==> src/rtl/mmio_uart_tx_pkg.sv <==
// Shared definitions for the memory-mapped UART transmitter: default MMIO
// addresses, status word bit positions and the transmit FSM state type.
package mmio_uart_tx_pkg;

  localparam logic [11:0] MMIO_TX_ADDR     = 12'hFFF;
  localparam logic [11:0] MMIO_STATUS_ADDR = 12'hFFE;

  localparam int unsigned STAT_BUSY  = 0;
  localparam int unsigned STAT_FULL  = 1;
  localparam int unsigned STAT_EMPTY = 2;
  localparam int unsigned STAT_OVF   = 3;

  typedef enum logic [1:0] {
    IDLE  = 2'd0,
    START = 2'd1,
    DATA  = 2'd2,
    STOP  = 2'd3
  } uart_state_e;

endpackage

==> src/rtl/mmio_uart_tx_sync_fifo.sv <==
// Single-clock FIFO with occupancy count; push is accepted only when not full,
// judged on the count before any same-cycle pop.
module sync_fifo #(
  parameter int unsigned WIDTH = 8,
  parameter int unsigned DEPTH = 16
) (
  input  logic                     clk,
  input  logic                     rst_n,
  input  logic                     push,
  input  logic                     pop,
  input  logic [WIDTH-1:0]         wr_data,
  output logic [WIDTH-1:0]         rd_data,
  output logic                     full,
  output logic                     empty,
  output logic [$clog2(DEPTH):0]   count
);

  localparam int unsigned AW    = $clog2(DEPTH);
  localparam int unsigned CNT_W = AW + 1;
  localparam logic [CNT_W-1:0] CNT_FULL = CNT_W'(DEPTH);

  logic [WIDTH-1:0] mem [DEPTH];
  logic [AW-1:0]    wr_ptr;
  logic [AW-1:0]    rd_ptr;
  logic             push_ok;
  logic             pop_ok;

  always_comb begin
    push_ok = push && (count < CNT_FULL);
    pop_ok  = pop && (count != '0);
  end

  always_ff @(posedge clk or negedge rst_n) begin
    if (!rst_n) begin
      wr_ptr <= '0;
      rd_ptr <= '0;
      count  <= '0;
    end else begin
      if (push_ok) wr_ptr <= wr_ptr + 1'b1;
      if (pop_ok)  rd_ptr <= rd_ptr + 1'b1;
      case ({push_ok, pop_ok})
        2'b10:   count <= count + 1'b1;
        2'b01:   count <= count - 1'b1;
        default: count <= count;
      endcase
    end
  end

  always_ff @(posedge clk) begin
    if (push_ok) mem[wr_ptr] <= wr_data;
  end

  assign rd_data = mem[rd_ptr];
  assign full    = (count == CNT_FULL);
  assign empty   = (count == '0);

endmodule

==> src/rtl/mmio_uart_tx.sv <==
// MMIO UART transmitter: stores to TX_ADDR queue a byte, a FIFO feeds an 8N1
// serialiser, and STATUS_ADDR exposes a registered status word.
module mmio_uart_tx
  import mmio_uart_tx_pkg::*;
#(
  parameter int unsigned CLKS_PER_BIT = 434,
  parameter int unsigned FIFO_DEPTH   = 16,
  parameter logic [11:0] TX_ADDR      = MMIO_TX_ADDR,
  parameter logic [11:0] STATUS_ADDR  = MMIO_STATUS_ADDR
) (
  input  logic        clock,
  input  logic        reset,
  input  logic [11:0] address_dmem,
  input  logic [31:0] data,
  input  logic        wren,
  output logic [31:0] status_q,
  output logic        status_hit,
  output logic        uart_tx,
  output logic        tx_busy,
  output logic        fifo_full,
  output logic        overflow
);

  localparam int unsigned BAUD_W = $clog2(CLKS_PER_BIT);
  localparam int unsigned CNT_W  = $clog2(FIFO_DEPTH) + 1;
  localparam logic [BAUD_W-1:0] BAUD_LAST = BAUD_W'(CLKS_PER_BIT - 1);

  uart_state_e       state;
  logic [BAUD_W-1:0] baud_cnt;
  logic [2:0]        bit_cnt;
  logic [7:0]        shift_reg;

  logic              tx_wr;
  logic              ctl_wr;
  logic              tx_wr_q;
  logic              ctl_wr_q;
  logic              tx_rise;
  logic              ctl_rise;
  logic              ovf_clr;
  logic              push_drop;

  logic              fifo_pop;
  logic              fifo_empty;
  logic [7:0]        fifo_head;
  logic [CNT_W-1:0]  fifo_count;
  logic [31:0]       status_word;
  logic              unused_bits;

  // The processor runs at clock/4, so a store is seen for several cycles;
  // only the first cycle of each store acts.
  assign tx_wr     = wren && (address_dmem == TX_ADDR);
  assign ctl_wr    = wren && (address_dmem == STATUS_ADDR);
  assign tx_rise   = tx_wr && !tx_wr_q;
  assign ctl_rise  = ctl_wr && !ctl_wr_q;
  assign ovf_clr   = ctl_rise && data[0];
  assign push_drop = tx_rise && fifo_full;

  assign unused_bits = ^{data[31:8], fifo_count};

  always_comb begin
    fifo_pop = (state == IDLE) && !fifo_empty;
  end

  sync_fifo #(
    .WIDTH (8),
    .DEPTH (FIFO_DEPTH)
  ) u_fifo (
    .clk     (clock),
    .rst_n   (reset),
    .push    (tx_rise),
    .pop     (fifo_pop),
    .wr_data (data[7:0]),
    .rd_data (fifo_head),
    .full    (fifo_full),
    .empty   (fifo_empty),
    .count   (fifo_count)
  );

  // A dropped push sets overflow even if a clear lands in the same cycle.
  always_ff @(posedge clock or negedge reset) begin
    if (!reset) begin
      tx_wr_q  <= 1'b0;
      ctl_wr_q <= 1'b0;
      overflow <= 1'b0;
    end else begin
      tx_wr_q  <= tx_wr;
      ctl_wr_q <= ctl_wr;
      if (push_drop)    overflow <= 1'b1;
      else if (ovf_clr) overflow <= 1'b0;
    end
  end

  always_comb begin
    status_word             = '0;
    status_word[STAT_BUSY]  = tx_busy;
    status_word[STAT_FULL]  = fifo_full;
    status_word[STAT_EMPTY] = fifo_empty;
    status_word[STAT_OVF]   = overflow;
  end

  always_ff @(posedge clock or negedge reset) begin
    if (!reset) begin
      status_q   <= '0;
      status_hit <= 1'b0;
    end else begin
      status_q   <= status_word;
      status_hit <= (address_dmem == STATUS_ADDR);
    end
  end

  // uart_tx and tx_busy are assigned alongside each state change so the
  // line level always matches the state being entered.
  always_ff @(posedge clock or negedge reset) begin
    if (!reset) begin
      state     <= IDLE;
      baud_cnt  <= '0;
      bit_cnt   <= '0;
      shift_reg <= '0;
      uart_tx   <= 1'b1;
      tx_busy   <= 1'b0;
    end else begin
      case (state)
        IDLE: begin
          uart_tx <= 1'b1;
          tx_busy <= 1'b0;
          if (fifo_pop) begin
            shift_reg <= fifo_head;
            baud_cnt  <= '0;
            state     <= START;
            uart_tx   <= 1'b0;
            tx_busy   <= 1'b1;
          end
        end
        START: begin
          if (baud_cnt == BAUD_LAST) begin
            baud_cnt <= '0;
            bit_cnt  <= '0;
            state    <= DATA;
            uart_tx  <= shift_reg[0];
          end else begin
            baud_cnt <= baud_cnt + 1'b1;
          end
        end
        DATA: begin
          if (baud_cnt == BAUD_LAST) begin
            baud_cnt <= '0;
            if (bit_cnt == 3'd7) begin
              state   <= STOP;
              uart_tx <= 1'b1;
            end else begin
              shift_reg <= shift_reg >> 1;
              uart_tx   <= shift_reg[1];
              bit_cnt   <= bit_cnt + 1'b1;
            end
          end else begin
            baud_cnt <= baud_cnt + 1'b1;
          end
        end
        STOP: begin
          if (baud_cnt == BAUD_LAST) begin
            baud_cnt <= '0;
            state    <= IDLE;
            uart_tx  <= 1'b1;
            tx_busy  <= 1'b0;
          end else begin
            baud_cnt <= baud_cnt + 1'b1;
          end
        end
        default: begin
          state   <= IDLE;
          uart_tx <= 1'b1;
          tx_busy <= 1'b0;
        end
      endcase
    end
  end

endmodule
==> config.mk <==
export PLATFORM = sky130hd
export DESIGN_NAME = mmio_uart_tx
export DESIGN_NICKNAME = d
export VERILOG_FILES = /design/src/rtl/mmio_uart_tx_pkg.sv /design/src/rtl/mmio_uart_tx_sync_fifo.sv /design/src/rtl/mmio_uart_tx.sv
export SDC_FILE = /design/constraint.sdc
export NUM_CORES = 1
export LEC_CHECK = 0
export BUFFER_PORTS_ARGS = -buffer_cell sky130_fd_sc_hd__clkbuf_2
export CAP_MARGIN = 20
export CORE_ASPECT_RATIO = 1.5
export CORE_MARGIN = 8
export CORE_UTILIZATION = 40
export CTS_CLUSTER_SIZE = 16
export DETAILED_ROUTE_END_ITERATION = 8
export GPL_TIMING_DRIVEN = 0
export PLACE_DENSITY = 0.58
export SYNTH_ARGS = -nofsm -noshare
export SYNTH_HDL_FRONTEND = slang
export SYNTH_SLANG_ARGS = --single-unit
==> constraint.sdc <==
create_clock -name clock -period 4.4 [get_ports clock]
set_input_delay 0.44 -clock clock [delete_from_list [all_inputs] [get_ports clock]]
set_output_delay 0.44 -clock clock [all_outputs]
set_load 0.05 [all_outputs]
; Word-level counts from Yosys, hierarchy flattened
; Memory sizes are Yosys's and may differ from the RTL's.
; Cells that the tools add are included.
[word_totals]
register_bits = 45
latch_bits = 0
mem_bits_rw = 128
romBits = 0
input_bits = 47
output_inout_bits = 37
elab_cells = 95
memories = 1
[mem_list]
columns = name, words, word_bits, rd, rd_clocked_by_memory_dff, write_ports, line
row1 = u_fifo.mem, 16, 8, 1, 0, 1, mmio_uart_tx_sync_fifo.sv:22  ; logic [WIDTH-1:0] mem [DEPTH];
[op_classes]
n_addsub = 6
multipliers = 0
div = 0
n_lt_le_gt_ge = 1
eq_ne = 16
shift = 0
n_mux = 31
n_bitwise = 0
n_reduce_logical = 26
[op_table]
columns = operator, n
row1 = == test 12 bit (second input constant), 2
row2 = two-way mux 8 bit, 3
row3 = two-way mux 9 bit, 2
row4 = one-hot mux 9 bit (2 select lines), 1
row5 = one-hot mux 8 bit (2 select lines), 1
row6 = two-way mux 1 bit, 11
row7 = two-way mux 2 bit, 5
row8 = inequality test 2 bit (second input constant), 5
row9 = one-hot mux 5 bit (2 select lines), 1
row10 = nonzero test 2 bit, 5
row11 = adder 9 x 1 -> 9 bit (second input constant), 1
row12 = == test 9 bit (second input constant), 1
row13 = logical AND 1 bit, 9
row14 = two-way mux 3 bit, 3
row15 = adder 4 x 1 -> 4 bit (second input constant), 2
row16 = one-hot mux 2 bit (4 select lines), 1
row17 = AND reduction 4 bit, 2
row18 = == test 2 bit (second input constant), 3
row19 = one-hot mux 3 bit (2 select lines), 1
row20 = adder 5 x 1 -> 5 bit (second input constant), 1
row21 = == test 5 bit (second input constant), 1
row22 = zero test 5 bit, 1
row23 = less-than comparator 5 bit (second input constant), 1
row24 = AND reduction 5 bit, 1
row25 = 13 further kinds, 16

; Longest topological paths before layout
[depth]
ltp_word = 6
ltp_mapped = 12
ltp_nobuf = 12

; By module
; A second synthesis with hierarchy kept.
[hier_totals]
hier_cells = 525
hier_area_um2 = 7682.4
[modules_own_cells]
columns = mod, n_inst, cells_per_inst, area_each_um2, seq_area_each_um2
row1 = sync_fifo, 1, 332, 5745.5, 4169.0
row2 = mmio_uart_tx, 1, 193, 1936.9, 802.0

; Worst setup path after synthesis
; OpenSTA, ideal clock, no wires.
[synth_path]
kind = input port to flip-flop
start = in address_dmem[10]
end = reg u_fifo.count[4]
setup_ps = 134
t_arrival_ps = 2803
required_time_ps = 4266
setup_slack_ps = 1463
cell_stages = 12
n_path_buf = 0
cell_sequence = nand4_1 > nor4_2 > nand3_1 > nor2_1 > inv_1 > ha_1 > fa_1 > a21o_1 > a21oi_1 > xor2_1 > nor2_1 > xor2_1
[synth_between]
elab_chain_len = 6
elab_cells_between_ends = 8
cone_classes = eq/ne: 3 / mux: 1 / reduce/logical: 4
[synth_rtl]
columns = item, line
row1 = from (decl), mmio_uart_tx.sv:13  ; input logic [11:0] address_dmem,
row2 = == test 12 bit (*), mmio_uart_tx.sv:51  ; assign tx_wr = wren && (address_dmem == TX_ADDR);
row3 = logical AND 1 bit (*), mmio_uart_tx.sv:51
row4 = logical AND 1 bit (*), mmio_uart_tx.sv:53  ; assign tx_rise = tx_wr && !tx_wr_q;
row5 = logical AND 1 bit (*), mmio_uart_tx_sync_fifo.sv:29  ; push_ok = push && (count < CNT_FULL);
row6 = == test 2 x 1 -> 1 bit or == test 2 bit (tied branches), mmio_uart_tx_sync_fifo.sv:41  ; case ({push_ok, pop_ok})
row7 = one-hot mux 5 bit (2 select lines) or nonzero test 2 bit (tied branches), n/a
row8 = to (signal assigned), mmio_uart_tx_sync_fifo.sv:42  ; 2'b10: count <= count + 1'b1;
row9 = to (signal assigned), mmio_uart_tx_sync_fifo.sv:43  ; 2'b01: count <= count - 1'b1;
row10 = to (signal assigned), mmio_uart_tx_sync_fifo.sv:44  ; default: count <= count;
row11 = to (decl), mmio_uart_tx_sync_fifo.sv:15  ; output logic [$clog2(DEPTH):0] count
; Every way passes the cells marked *; elsewhere a longest branch is shown, timed or not.
; A chain may end at the register's enable or synchronous reset.

; Final worst setup path
[layout_path]
start = reg u_fifo.count[1]
end = reg u_fifo.count[4]
[layout_between]
elab_chain_len = 6
elab_cells_between_ends = 13
cone_classes = add/sub: 2 / order compare: 1 / eq/ne: 2 / mux: 1 / reduce/logical: 7
[layout_rtl]
columns = item, line
row1 = zero test 5 bit (*), mmio_uart_tx_sync_fifo.sv:55  ; assign empty = (count == '0);
row2 = named net fifo_empty, mmio_uart_tx.sv:43  ; logic fifo_empty;
row3 = zero test 1 bit (*), mmio_uart_tx.sv:61  ; fifo_pop = (state == IDLE) && !fifo_empty;
row4 = logical AND 1 bit (*), mmio_uart_tx.sv:61
row5 = logical AND 1 bit (*), mmio_uart_tx_sync_fifo.sv:30  ; pop_ok = pop && (count != '0);
row6 = named net u_fifo.pop_ok, mmio_uart_tx_sync_fifo.sv:26  ; logic pop_ok;
row7 = == test 2 x 1 -> 1 bit or == test 2 bit (tied branches), mmio_uart_tx_sync_fifo.sv:41
row8 = one-hot mux 5 bit (2 select lines) or nonzero test 2 bit (tied branches), n/a
; The timed path passes the listed nets; every way through them passes the cells marked *.

==> impl_metrics.json <==
{
  "place_congestion": 0.804,
  "endpoint_kind": "register",
  "multi_input_area_mm2": 0.00231,
  "grt_pass1_wl_um": 24500,
  "fmax_mhz": 317,
  "root_buffer": "clkbuf_16",
  "critPathLaunchType": "register",
  "gr-total-overflow": 0,
  "endpoint": "u_fifo.count[4]",
  "crit_type": "reg -> reg",
  "synth.distinct_cells": 53,
  "vias": 4270,
  "synth_mux_area_share_pct": 10.4,
  "antenna_found_initial": 0,
  "rows": 61,
  "mostFrequentLayoutCells": "128 x edfxtp_1, 44 x dfrtp_1, 32 x buf_4",
  "pin_count": 84,
  "peakVddDrop_v": 0.000318,
  "synth-xor-area-share_pct": 1.98,
  "fin_skew_ps": 16.6,
  "synth_edf_count": 128,
  "die_h_um": 184,
  "synth_top_family_by_area": "multiplexers",
  "cts_sinks": 173,
  "cts_tree": "yes",
  "ys_async_sr_fraction_pct": 26.0,
  "dp_hpwl_um": 11200,
  "layout_commonest_cell": "edfxtp_1",
  "cp_max_fo": 7,
  "arrival_ps": 3450,
  "setup_violations": 0,
  "finalCriticalPeriod_ps": 3150,
  "antennaDiodeCount": 0,
  "rrSetupSlack_ps": 1250,
  "cap_violations": 0,
  "stdcell_count": 834,
  "synth-simple-area-share_pct": 7.02,
  "vias_per_cell": 5.12,
  "drv_slew": 0,
  "hp-start": "address_dmem[0]",
  "initial_core_util_pct": 40.6,
  "drive_gt1_share_pct": 22.0,
  "syn-mean-instance-area_um2": 15.4,
  "hp-class": "in -> reg",
  "cts-buffers-inserted": 17,
  "rr_endpoint": "u_fifo.count[4]",
  "die_w_um": 128,
  "htree_levels": 4,
  "r2r-start": "u_fifo.count[1]",
  "outcome": "finished clean",
  "wl_per_cell_um": 18.8,
  "crit_start": "u_fifo.count[1]",
  "largest_reg_flops": 128,
  "syn2layout_area_growth_pct": 16.6,
  "netlist_instances": 489,
  "die-area_mm2": 0.0236,
  "first_pass_iters": 4,
  "antenna_left": 0,
  "netlist_area_mm2": 0.00754,
  "dpl_cell_area_mm2": 0.00815,
  "clkTransAtPathRegs_ps": 70,
  "worstMarginPinSlew_ps": 889,
  "whs_ps": 249,
  "core_mm2": 0.0185,
  "seqCellArea_mm2": 0.00497,
  "grt_pass1_vias": 4470,
  "maxSlewHeadroom_pct": 40.4,
  "rsz0062_at_grt": "no",
  "synth_compound_area_share_pct": 6.49,
  "drtIter0Drc": 346,
  "nets": 635,
  "fin_crit_sh_pct": 71.7,
  "synthFlopType": "edfxtp_1",
  "fillers": 1620,
  "p_per_area_mw_per_mm2": 591,
  "finalHoldViolCount": 0,
  "insertion_delay_ps": 440,
  "clockBufferDepth": 2,
  "ys_seq_elements": 173,
  "r2r_cells": 10,
  "synth_fa_ha_area_share_pct": 3.25,
  "drcViolationCount": 0,
  "ys_warn_count": 0,
  "cts_resized": 0,
  "required_ps": 4700,
  "portBuffers": 31,
  "final_cell_area_mm2": 0.00878,
  "p_leak_nw": 3.43,
  "seq_area_frac_synth_pct": 66.0,
  "grtUsageTotal_pct": 14.0,
  "drt-total-wl_um": 15600,
  "finalSetupTns_ps": 0,
  "grt_max_degree": 35,
  "dp_cells": 801
}
-- what timing repair did --
item                       in CTS  in global routing
hold endpoints to repair       11                  0
buffers inserted                0                  0
hold buffers                    1                  0
setup endpoints to repair       0                  0
-- how the worst min path moves through the flow --
stage | cells after the start | endpoint | slack (ps)
after floorplan | 0 | baud_cnt[0] | 140
after global placement | 0 | status_q[0] | 430
after detailed placement | 1 | status_q[1] | 360
after CTS | 2 | ctl_wr_q | 240
after global routing | 2 | ctl_wr_q | 270
final | 2 | ctl_wr_q | 250
-- metrics by stage --
step	power (W)	setup slack, ps	utilization, %
6_report	0.00519	1250	47.4
5_1_grt	0.00545	955	47.4
4_1_cts	0.00523	1180	47.4
3_5_place_dp	0.00367	967	43.9
3_3_place_gp	0.00362	908	43.7
2_1_floorplan	0.00324	1460	-
-- cell usage after synthesis, types with 8 or more instances --
cell type  count  area, um^2
nor2_1        21        78.8
mux4_1         8         210
mux2i_1       28         280
mux4_2        11         248
dfrtp_1       44        1100
edfxtp_1     128        3840
a21oi_1       15        75.1
ha_1          18         225
buf_4         31         233
xnor2_1       10        87.6
and3_1        15        93.8
a22oi_1       14         105
o21ai_0       10        50.1
nand2_1       22        82.6
inv_1         12        45.0
o22ai_1        9        56.3
-- layout make-up --
type / count / area share [%]
Buffer: 46 / 3.65
Clock buffer: 17 / 4.84
Clock inverter: 15 / 2.31
Inverter: 12 / 0.513
Multi-Input combinational cell: 285 / 26.3
Sequential cell: 173 / 56.6
Tap cell: 252 / 3.59
Timing Repair Buffer: 34 / 2.19
-- metal layers --
metal	up-vias	global-route usage [%]	wire, um
met5	-	0	0
met4	0	7.45	465
met3	28	3.38	731
met2	99	25.6	8560
met1	2167	14.5	5880
li1	1976	-	-
-- kinds of logic after synthesis --
group,count (synthesis)
flops,173
simple gates,97
compound gates,73
buf+inv,58
mux,51
fa+ha+maj,19
xor+xnor,17
other cells,1
-- power breakdown --
group / leakage, nW / switching [W] / internal, W
sequential: 1.71 / 0.0000984 / 0.00189
clock: 0.306 / 0.000734 / 0.000832
combinational: 1.41 / 0.000952 / 0.000686
total: 3.43 / 0.00178 / 0.00340
-- worst max-delay path, stage by stage (launching register included) --
cell     delay [ps]
dfrtp_1         420
nor3_1          520
nor3b_1         340
nor2_1          220
ha_1            340
fa_1            420
a21o_1          200
a21oi_1         170
xor2_1          160
nor2_1           60
xor2_1          150
Power figures use the tool's default switching activity.
